File: src/rtl/servant_gpio_pkg.sv
// Shared definitions for the servant GPIO controller: register offsets,
// debounce state encoding and default timing parameters.
package servant_gpio_pkg;

  localparam int unsigned DEB_CYCLES_DEF = 16;
  localparam int unsigned BLINK_DIV_DEF  = 1024;

  localparam logic [1:0] ADR_LED   = 2'd0;
  localparam logic [1:0] ADR_BLINK = 2'd1;
  localparam logic [1:0] ADR_BTN   = 2'd2;
  localparam logic [1:0] ADR_IRQ   = 2'd3;

  typedef enum logic {
    DEB_STABLE = 1'b0,
    DEB_COUNT  = 1'b1
  } deb_state_e;

endpackage

File: src/rtl/servant_gpio_ctrl_if.sv
// Wishbone-style register bus between a master and the GPIO controller.
interface servant_gpio_ctrl_if;
  logic [31:0] i_wb_adr;
  logic [31:0] i_wb_dat;
  logic        i_wb_we;
  logic        i_wb_cyc;
  logic [31:0] o_wb_rdt;
  logic        o_wb_ack;

  modport master (
    output i_wb_adr, i_wb_dat, i_wb_we, i_wb_cyc,
    input  o_wb_rdt, o_wb_ack
  );

  modport slave (
    input  i_wb_adr, i_wb_dat, i_wb_we, i_wb_cyc,
    output o_wb_rdt, o_wb_ack
  );
endinterface

File: src/rtl/servant_gpio_debounce.sv
// One button: 2-flop synchronizer followed by a STABLE/COUNT debounce FSM.
// The debounced value changes only after the synchronized input has
// disagreed with it continuously until the counter reaches DEB_CYCLES-1.
module servant_gpio_debounce
  import servant_gpio_pkg::*;
#(
  parameter int unsigned DEB_CYCLES = DEB_CYCLES_DEF
) (
  input  logic clk_i,
  input  logic rst_ni,
  input  logic btn_i,
  output logic sync_o,
  output logic deb_o
);

  localparam int unsigned CW = (DEB_CYCLES > 1) ? $clog2(DEB_CYCLES) : 1;
  localparam logic [CW-1:0] CNT_LAST = CW'(DEB_CYCLES - 1);

  logic [1:0]    sync_q;
  deb_state_e    state_q;
  logic [CW-1:0] cnt_q;
  logic          deb_q;

  // Bring the asynchronous button into the clock domain.
  always_ff @(posedge clk_i or negedge rst_ni) begin
    if (!rst_ni) sync_q <= '0;
    else         sync_q <= {sync_q[0], btn_i};
  end

  // Debounce FSM with its counter and the registered debounced value.
  always_ff @(posedge clk_i or negedge rst_ni) begin
    if (!rst_ni) begin
      state_q <= DEB_STABLE;
      cnt_q   <= '0;
      deb_q   <= 1'b0;
    end else begin
      case (state_q)
        DEB_STABLE: begin
          if (sync_q[1] != deb_q) begin
            state_q <= DEB_COUNT;
            cnt_q   <= '0;
          end
        end
        DEB_COUNT: begin
          if (sync_q[1] == deb_q) begin
            state_q <= DEB_STABLE;
          end else if (cnt_q == CNT_LAST) begin
            deb_q   <= sync_q[1];
            state_q <= DEB_STABLE;
          end else begin
            cnt_q <= cnt_q + 1'b1;
          end
        end
        default: state_q <= DEB_STABLE;
      endcase
    end
  end

  assign sync_o = sync_q[1];
  assign deb_o  = deb_q;

endmodule

File: src/rtl/servant_gpio_ctrl.sv
// Servant GPIO controller: 4 LEDs with per-LED blink, 3 debounced buttons
// and an optional rising-edge interrupt block.
// Optional feature macro: SERVANT_GPIO_IRQ_EN (edge capture, IRQ register,
// o_irq). Without it the IRQ register reads 0 and o_irq is tied low.
module servant_gpio_ctrl
  import servant_gpio_pkg::*;
#(
  parameter int unsigned DEB_CYCLES = DEB_CYCLES_DEF,
  parameter int unsigned BLINK_DIV  = BLINK_DIV_DEF
) (
  input  logic                i_wb_clk,
  input  logic                i_wb_rst_n,
  servant_gpio_ctrl_if.slave  wb,
  output logic [3:0]          o_led,
  input  logic [2:0]          i_buttons,
  output logic                o_irq
);

  localparam int unsigned PW = (BLINK_DIV > 1) ? $clog2(BLINK_DIV) : 1;
  localparam logic [PW-1:0] PCNT_LAST = PW'(BLINK_DIV - 1);

  logic [1:0]    sel;
  logic          go;
  logic          wr;
  logic          ack_q;
  logic [31:0]   rdt_q;
  logic [31:0]   rdt_d;
  logic [3:0]    led_q;
  logic [3:0]    blink_q;
  logic [PW-1:0] pcnt_q;
  logic          phase_q;
  logic [3:0]    led_out_q;
  logic [2:0]    btn_sync;
  logic [2:0]    btn_deb;
  logic [31:0]   irq_rd;
  logic          unused_bits;

  assign sel = wb.i_wb_adr[3:2];
  assign go  = wb.i_wb_cyc & ~ack_q;
  assign wr  = go & wb.i_wb_we;
  assign unused_bits = ^{wb.i_wb_adr[31:4], wb.i_wb_adr[1:0], wb.i_wb_dat[31:7]};

  for (genvar g = 0; g < 3; g++) begin : g_btn
    servant_gpio_debounce #(.DEB_CYCLES(DEB_CYCLES)) u_deb (
      .clk_i  (i_wb_clk),
      .rst_ni (i_wb_rst_n),
      .btn_i  (i_buttons[g]),
      .sync_o (btn_sync[g]),
      .deb_o  (btn_deb[g])
    );
  end

`ifdef SERVANT_GPIO_IRQ_EN
  logic [2:0] pend_q;
  logic [2:0] en_q;
  logic [2:0] prev_q;
  logic [2:0] arm_q;
  logic [1:0] settle_q;
  logic       irq_q;
  logic [2:0] rise;
  logic [2:0] clr;

  // Rising edges of armed buttons, and W1C mask from an IRQ write.
  always_comb begin
    rise = btn_deb & ~prev_q & arm_q;
    clr  = '0;
    if (wr && (sel == ADR_IRQ)) clr = wb.i_wb_dat[2:0];
  end

  assign irq_rd = {25'd0, en_q, 1'b0, pend_q};

  // Edge capture, pending/enable registers and the registered interrupt.
  // A button is armed only once its synchronized input has been seen low
  // after the synchronizer refilled, so buttons held through reset release
  // never report an edge.
  always_ff @(posedge i_wb_clk or negedge i_wb_rst_n) begin
    if (!i_wb_rst_n) begin
      pend_q   <= '0;
      en_q     <= '0;
      prev_q   <= '0;
      arm_q    <= '0;
      settle_q <= '0;
      irq_q    <= 1'b0;
    end else begin
      prev_q <= btn_deb;
      if (settle_q != 2'd2) settle_q <= settle_q + 2'd1;
      else                  arm_q    <= arm_q | ~btn_sync;
      pend_q <= (pend_q & ~clr) | rise;
      if (wr && (sel == ADR_IRQ)) en_q <= wb.i_wb_dat[6:4];
      irq_q <= |(pend_q & en_q);
    end
  end

  assign o_irq = irq_q;
`else
  logic unused_irq;

  assign irq_rd     = '0;
  assign o_irq      = 1'b0;
  assign unused_irq = ^{btn_sync, wb.i_wb_dat[6:4]};
`endif

  // Read data mux over the current register contents.
  always_comb begin
    rdt_d = '0;
    case (sel)
      ADR_LED:   rdt_d = {28'd0, led_q};
      ADR_BLINK: rdt_d = {28'd0, blink_q};
      ADR_BTN:   rdt_d = {29'd0, btn_deb};
      ADR_IRQ:   rdt_d = irq_rd;
      default:   rdt_d = '0;
    endcase
  end

  // Bus handshake, read data capture and LED/BLINK register writes.
  always_ff @(posedge i_wb_clk or negedge i_wb_rst_n) begin
    if (!i_wb_rst_n) begin
      ack_q   <= 1'b0;
      rdt_q   <= '0;
      led_q   <= '0;
      blink_q <= '0;
    end else begin
      ack_q <= go;
      if (go) rdt_q <= rdt_d;
      if (wr && (sel == ADR_LED))   led_q   <= wb.i_wb_dat[3:0];
      if (wr && (sel == ADR_BLINK)) blink_q <= wb.i_wb_dat[3:0];
    end
  end

  // Blink prescaler: free-running while any blink bit is set, parked otherwise.
  always_ff @(posedge i_wb_clk or negedge i_wb_rst_n) begin
    if (!i_wb_rst_n) begin
      pcnt_q  <= '0;
      phase_q <= 1'b1;
    end else if (blink_q == '0) begin
      pcnt_q  <= '0;
      phase_q <= 1'b1;
    end else if (pcnt_q == PCNT_LAST) begin
      pcnt_q  <= '0;
      phase_q <= ~phase_q;
    end else begin
      pcnt_q <= pcnt_q + 1'b1;
    end
  end

  // Registered LED drive, gated by the blink phase for blinking LEDs.
  always_ff @(posedge i_wb_clk or negedge i_wb_rst_n) begin
    if (!i_wb_rst_n) led_out_q <= '0;
    else             led_out_q <= led_q & (~blink_q | {4{phase_q}});
  end

  assign wb.o_wb_ack = ack_q;
  assign wb.o_wb_rdt = rdt_q;
  assign o_led       = led_out_q;

endmodule
File: src/flat_wrapper.sv
// flat-port wrapper written by rule: the top's interface ports become plain ports
module servant_gpio_ctrl_flat import servant_gpio_pkg::*;
#(
  parameter int unsigned DEB_CYCLES = DEB_CYCLES_DEF,
  parameter int unsigned BLINK_DIV  = BLINK_DIV_DEF
)
  (i_wb_clk, i_wb_rst_n, o_led, i_buttons, o_irq, wb_i_wb_adr, wb_i_wb_dat, wb_i_wb_we, wb_i_wb_cyc, wb_o_wb_rdt, wb_o_wb_ack);
  servant_gpio_ctrl_if wb_i ();
  input  logic i_wb_clk;
  input  logic i_wb_rst_n;
  output logic [3:0] o_led;
  input  logic [2:0] i_buttons;
  output logic o_irq;
  input wire logic [$bits(wb_i.i_wb_adr)-1:0] wb_i_wb_adr;
  input wire logic [$bits(wb_i.i_wb_dat)-1:0] wb_i_wb_dat;
  input wire logic [$bits(wb_i.i_wb_we)-1:0] wb_i_wb_we;
  input wire logic [$bits(wb_i.i_wb_cyc)-1:0] wb_i_wb_cyc;
  output wire logic [$bits(wb_i.o_wb_rdt)-1:0] wb_o_wb_rdt;
  output wire logic [$bits(wb_i.o_wb_ack)-1:0] wb_o_wb_ack;
  assign wb_i.i_wb_adr = wb_i_wb_adr;
  assign wb_i.i_wb_dat = wb_i_wb_dat;
  assign wb_i.i_wb_we = wb_i_wb_we;
  assign wb_i.i_wb_cyc = wb_i_wb_cyc;
  assign wb_o_wb_rdt = wb_i.o_wb_rdt;
  assign wb_o_wb_ack = wb_i.o_wb_ack;
  servant_gpio_ctrl #(.DEB_CYCLES(DEB_CYCLES), .BLINK_DIV(BLINK_DIV)) u_core (.i_wb_clk(i_wb_clk), .i_wb_rst_n(i_wb_rst_n), .wb(wb_i), .o_led(o_led), .i_buttons(i_buttons), .o_irq(o_irq));
endmodule
File: config.mk
export PLATFORM = sky130hd
export DESIGN_NAME = servant_gpio_ctrl_flat
export DESIGN_NICKNAME = d
export VERILOG_FILES = /design/src/rtl/servant_gpio_pkg.sv /design/src/rtl/servant_gpio_ctrl_if.sv /design/src/rtl/servant_gpio_debounce.sv /design/src/rtl/servant_gpio_ctrl.sv /design/src/flat_wrapper.sv
export SDC_FILE = /design/constraint.sdc
export NUM_CORES = 1
export LEC_CHECK = 0
export CORE_UTILIZATION = 35
export CTS_CLUSTER_SIZE = 16
export DETAILED_ROUTE_END_ITERATION = 6
export HOLD_SLACK_MARGIN = 0.15
export PLACE_DENSITY_LB_ADDON = 0.2
export SLEW_MARGIN = 20
export SYNTH_ARGS = -nofsm -noshare
export SYNTH_HDL_FRONTEND = slang
export SYNTH_SLANG_ARGS = --single-unit
File: constraint.sdc
create_clock -name i_wb_clk -period 3.3 [get_ports i_wb_clk]
set_input_delay 0.33 -clock i_wb_clk [delete_from_list [all_inputs] [get_ports i_wb_clk]]
set_output_delay 0.33 -clock i_wb_clk [all_outputs]
set_load 0.05 [all_outputs]
==> run metrics <==
Buf/Inv on CP=1; area occupied by multi-input gates=1060 µm²; Via density=between 4 and 5; min Tclk post-route=between 1.5 and 2 ns; H-Tree Depth=2; Clock transition at path regs=0.09 ns; DR vias=between 1.5k and 2k; delay-heaviest family, CP=buffers and inverters; crit path max fanout=2; GRT Overall Usage=0.114; number of global-route vias before repair=between 1k and 1.5k; worst hold slack=roughly 0.37 ns; cells on worst reg2reg path=3; Async SR Flop Fraction=1.00; Post-CTS Setup Bufs=0; PortBufs=21; Yosys top cell by area=dfrtp_1; # resized after CTS=0; WL final=3.94 mm; status=finished clean; DRT Pass-1 Iters=4; finished layout cell area=2820 µm²; Synth Flop Type=dfrtp_1; Die Y-Extent=approximately 87 µm; Post-synth EDFFs=0; Area after DPL=2720 µm²; Ports=109; RSZ-0062 raised after global routing=no; Startpoint Class=flop; DPL Wire Length=2.84 mm; Pleak=1.29 nW; Worst Max-Slew Pin Slew=around 0.7 ns; TritonCTS Buffers=5; CP peak stage delay=0.82 ns; post-synthesis mux area share=0.0785; Post-Syn Instances=about 230; Compound-Gate Fraction of Synth Area=0.0999; first-pass GRT wire length=around 6.6 mm; clk_lat worst skew=around 0.3 ns; Reg area=around 1300 µm²; CP cell instances=clkdlybuf4s50_1; VDD IR max=221 µV; die area=about 7500 µm²; adder-cell share of the synthesized area=0.0199; Synth top area share=0.507; Yosys cell types=34; Slowest cell on crit path=clkdlybuf4s50_1; launch point of the worst reg-to-reg path=u_core.blink_q[1]; non-filler cells, final=between 300 and 400; Max-slew headroom=0.529; crit end category=output port; grt total ovfl=0; Max Clock Skew=roughly 0.0033 ns; critical path type=reg -> out; DRC Markers=0; count leader, synth=dfrtp_1; Max Slew Vio Count=0; share of layout cells above drive strength 1=0.127; Filler cells=678; CTS tree=yes; Post-Synth Simple-Gate Area=0.127; crit path DAT=about 1.5 ns; Root Driver=clkbuf_8; Critical path origin=u_core.wb.o_wb_rdt[0]; Setup crit end=wb_o_wb_rdt[0]; Final WS setup=~1.5 ns; post-route setup TNS=0 ns; dpl cells=approximately 340; final hold vios=0; Area Growth Syn to Fin=12.0%; Routed WL per cell=approximately 11 µm; Setup Viol. Count Final=0; Synth Cell Area=2520 µm²; FF-to-FF End=u_core.pcnt_q[0]; max_cap viols=0; Max Buffers Root-to-Sink=2; synth top area cells=dfrtp_1 (51%), buf_4 (8.6%), mux2_2 (6.3%), nor2_1 (3.6%), a22o_1 (3.5%); initial antenna violation count=0; clock sinks=between 50 and 60; Post-Synth XOR/XNOR Area=0.0541; crit share post-route=0.550; yosys warns=0; power per cell area=~570 nW/µm²; HP Class=reg -> reg; worst path required time=2.97 ns; row count=30; Commonest cells post-synth=dfrtp_1 (51), buf_4 (29), nor2_1 (24), a21oi_1 (14), mux2_2 (14); ANT cells=0; Antenna Violating Nets Remaining=0; flop-to-flop setup slack=around 1.8 ns; Fmax achieved=between 500 and 600 MHz; sequential share of the synthesized area=0.517; Final Wtd Congestion=between 0.7 and 0.8; Post-Place Worst Slack=1.38 ns; largest family of logic cells by synthesized area=simple AND/OR/NAND/NOR gates; #FFs+latches synth=between 50 and 60; Initial DRC Count=97; instance count on the critical path=1; # nets final=roughly 330; Avg Cell Area, Syn=approximately 11 µm²; Initial Utilization=0.367; CORE AREA=6870 µm²; die width=86.8 µm; largest net degree at the start of global routing=33
## power breakdown
group / total, mW / switching [mW] / internal [mW]
logic: 0.412 / 0.260 / 0.152
registers: 0.815 / 0.0822 / 0.733
clock network: 0.372 / 0.205 / 0.168
## repair_timing
action / CTS / global route
hold buffers: 1 / 0
setup endpoints to repair: 0 / 0
endpoints found under the hold margin: 20 / 0
## worst min-delay path by stage
stage / start / to / slack [ns] / cells past startpoint
2_1_floorplan: i_wb_rst_n / u_core.blink_q[0] / 0.03 / 0
3_3_place_gp: i_wb_rst_n / u_core.led_q[1] / 0.32 / 1
3_5_place_dp: i_wb_rst_n / u_core.led_q[1] / 0.32 / 1
4_1_cts: u_core.g_btn[2].u_deb.sync_q[0] / u_core.g_btn[2].u_deb.sync_q[1] / 0.38 / 0
5_1_grt: u_core.g_btn[2].u_deb.sync_q[0] / u_core.g_btn[2].u_deb.sync_q[1] / 0.38 / 0
6_report: u_core.g_btn[2].u_deb.sync_q[0] / u_core.g_btn[2].u_deb.sync_q[1] / 0.37 / 0
## sequential cells by signal, summed over array words and instances (netlist names)
signal                      flops
u_core.wb.o_wb_ack              1
u_core.o_led                    4
u_core.wb.o_wb_rdt              4
u_core.blink_q                  4
u_core.g_btn.u_deb.sync_q       6
u_core.pcnt_q                  10
u_core.g_btn.u_deb.state_q      3
u_core.phase_q                  1
u_core.g_btn.u_deb.deb_o        3
u_core.g_btn.u_deb.cnt_q       12
u_core.led_q                    4
## area by class of cell
class | count | share of cell area
inverter | 5 | 0.00665
multi-input combinational | 164 | 0.377
clock inverter | 2 | 0.00355
timing repair buffer | 23 | 0.0790
sequential | 52 | 0.462
tap | 96 | 0.0426
clock buffer | 6 | 0.0293
## layout by cell type, fill, tap and decap left out
cell type	synthesis	final
nand2_1	10	10
nor3_1	2	2
nand3_1	8	8
o31ai_1	2	2
buf_2	2	1
clkbuf_8	0	6
clkinv_2	0	2
dfstp_2	1	1
nand3b_1	1	1
nand4b_1	1	1
inv_1	5	5
ha_1	4	4
a22o_1	10	10
xnor2_2	3	3
dlygate4sd3_1	0	1
a21oi_1	14	14
conb_1	1	29
nor2b_1	2	2
o21ai_0	8	8
nor4_1	1	1
nor2_1	24	24
xnor2_1	6	6
a211o_1	1	1
dfrtp_1	51	51
nand2b_4	1	1
nor4_2	1	1
a21boi_0	4	4
mux2_2	14	14
nand4_1	1	1
buf_4	29	1
clkdlybuf4s50_1	0	20
or2_2	1	1
nor4b_4	1	1
nand2b_1	3	3
and3_1	4	4
mux2i_1	4	4
xor2_1	4	4
## cells by family (layout without fill, tap and decap cells)
| logic type | count (synthesis) | after routing |
|---|---|---|
| compound gates | 39 | 39 |
| fa+ha+maj | 4 | 4 |
| buf+inv | 37 | 36 |
| mux | 18 | 18 |
| xor+xnor | 13 | 13 |
| simple gates | 61 | 61 |
| other cells | 1 | 29 |
| flops | 52 | 52 |
## per-stage QoR
step	total power, mW	utilization
5_1_grt	1.69	0.411
4_1_cts	1.62	0.411
6_report	1.60	0.411
2_1_floorplan	1.15	-
3_5_place_dp	1.24	0.396
3_3_place_gp	1.24	0.396
## layer usage
| layer | wire (µm) | GRT usage | share of wire |
|---|---|---|---|
| met4 | 52 | 0.0364 | 0.013 |
| met1 | 1950 | 0.154 | 0.50 |
| met3 | 138 | 0.0286 | 0.035 |
| met2 | 1800 | 0.179 | 0.46 |
| met5 | 0 | 0 | 0 |
(Power assumes the default switching activity.)
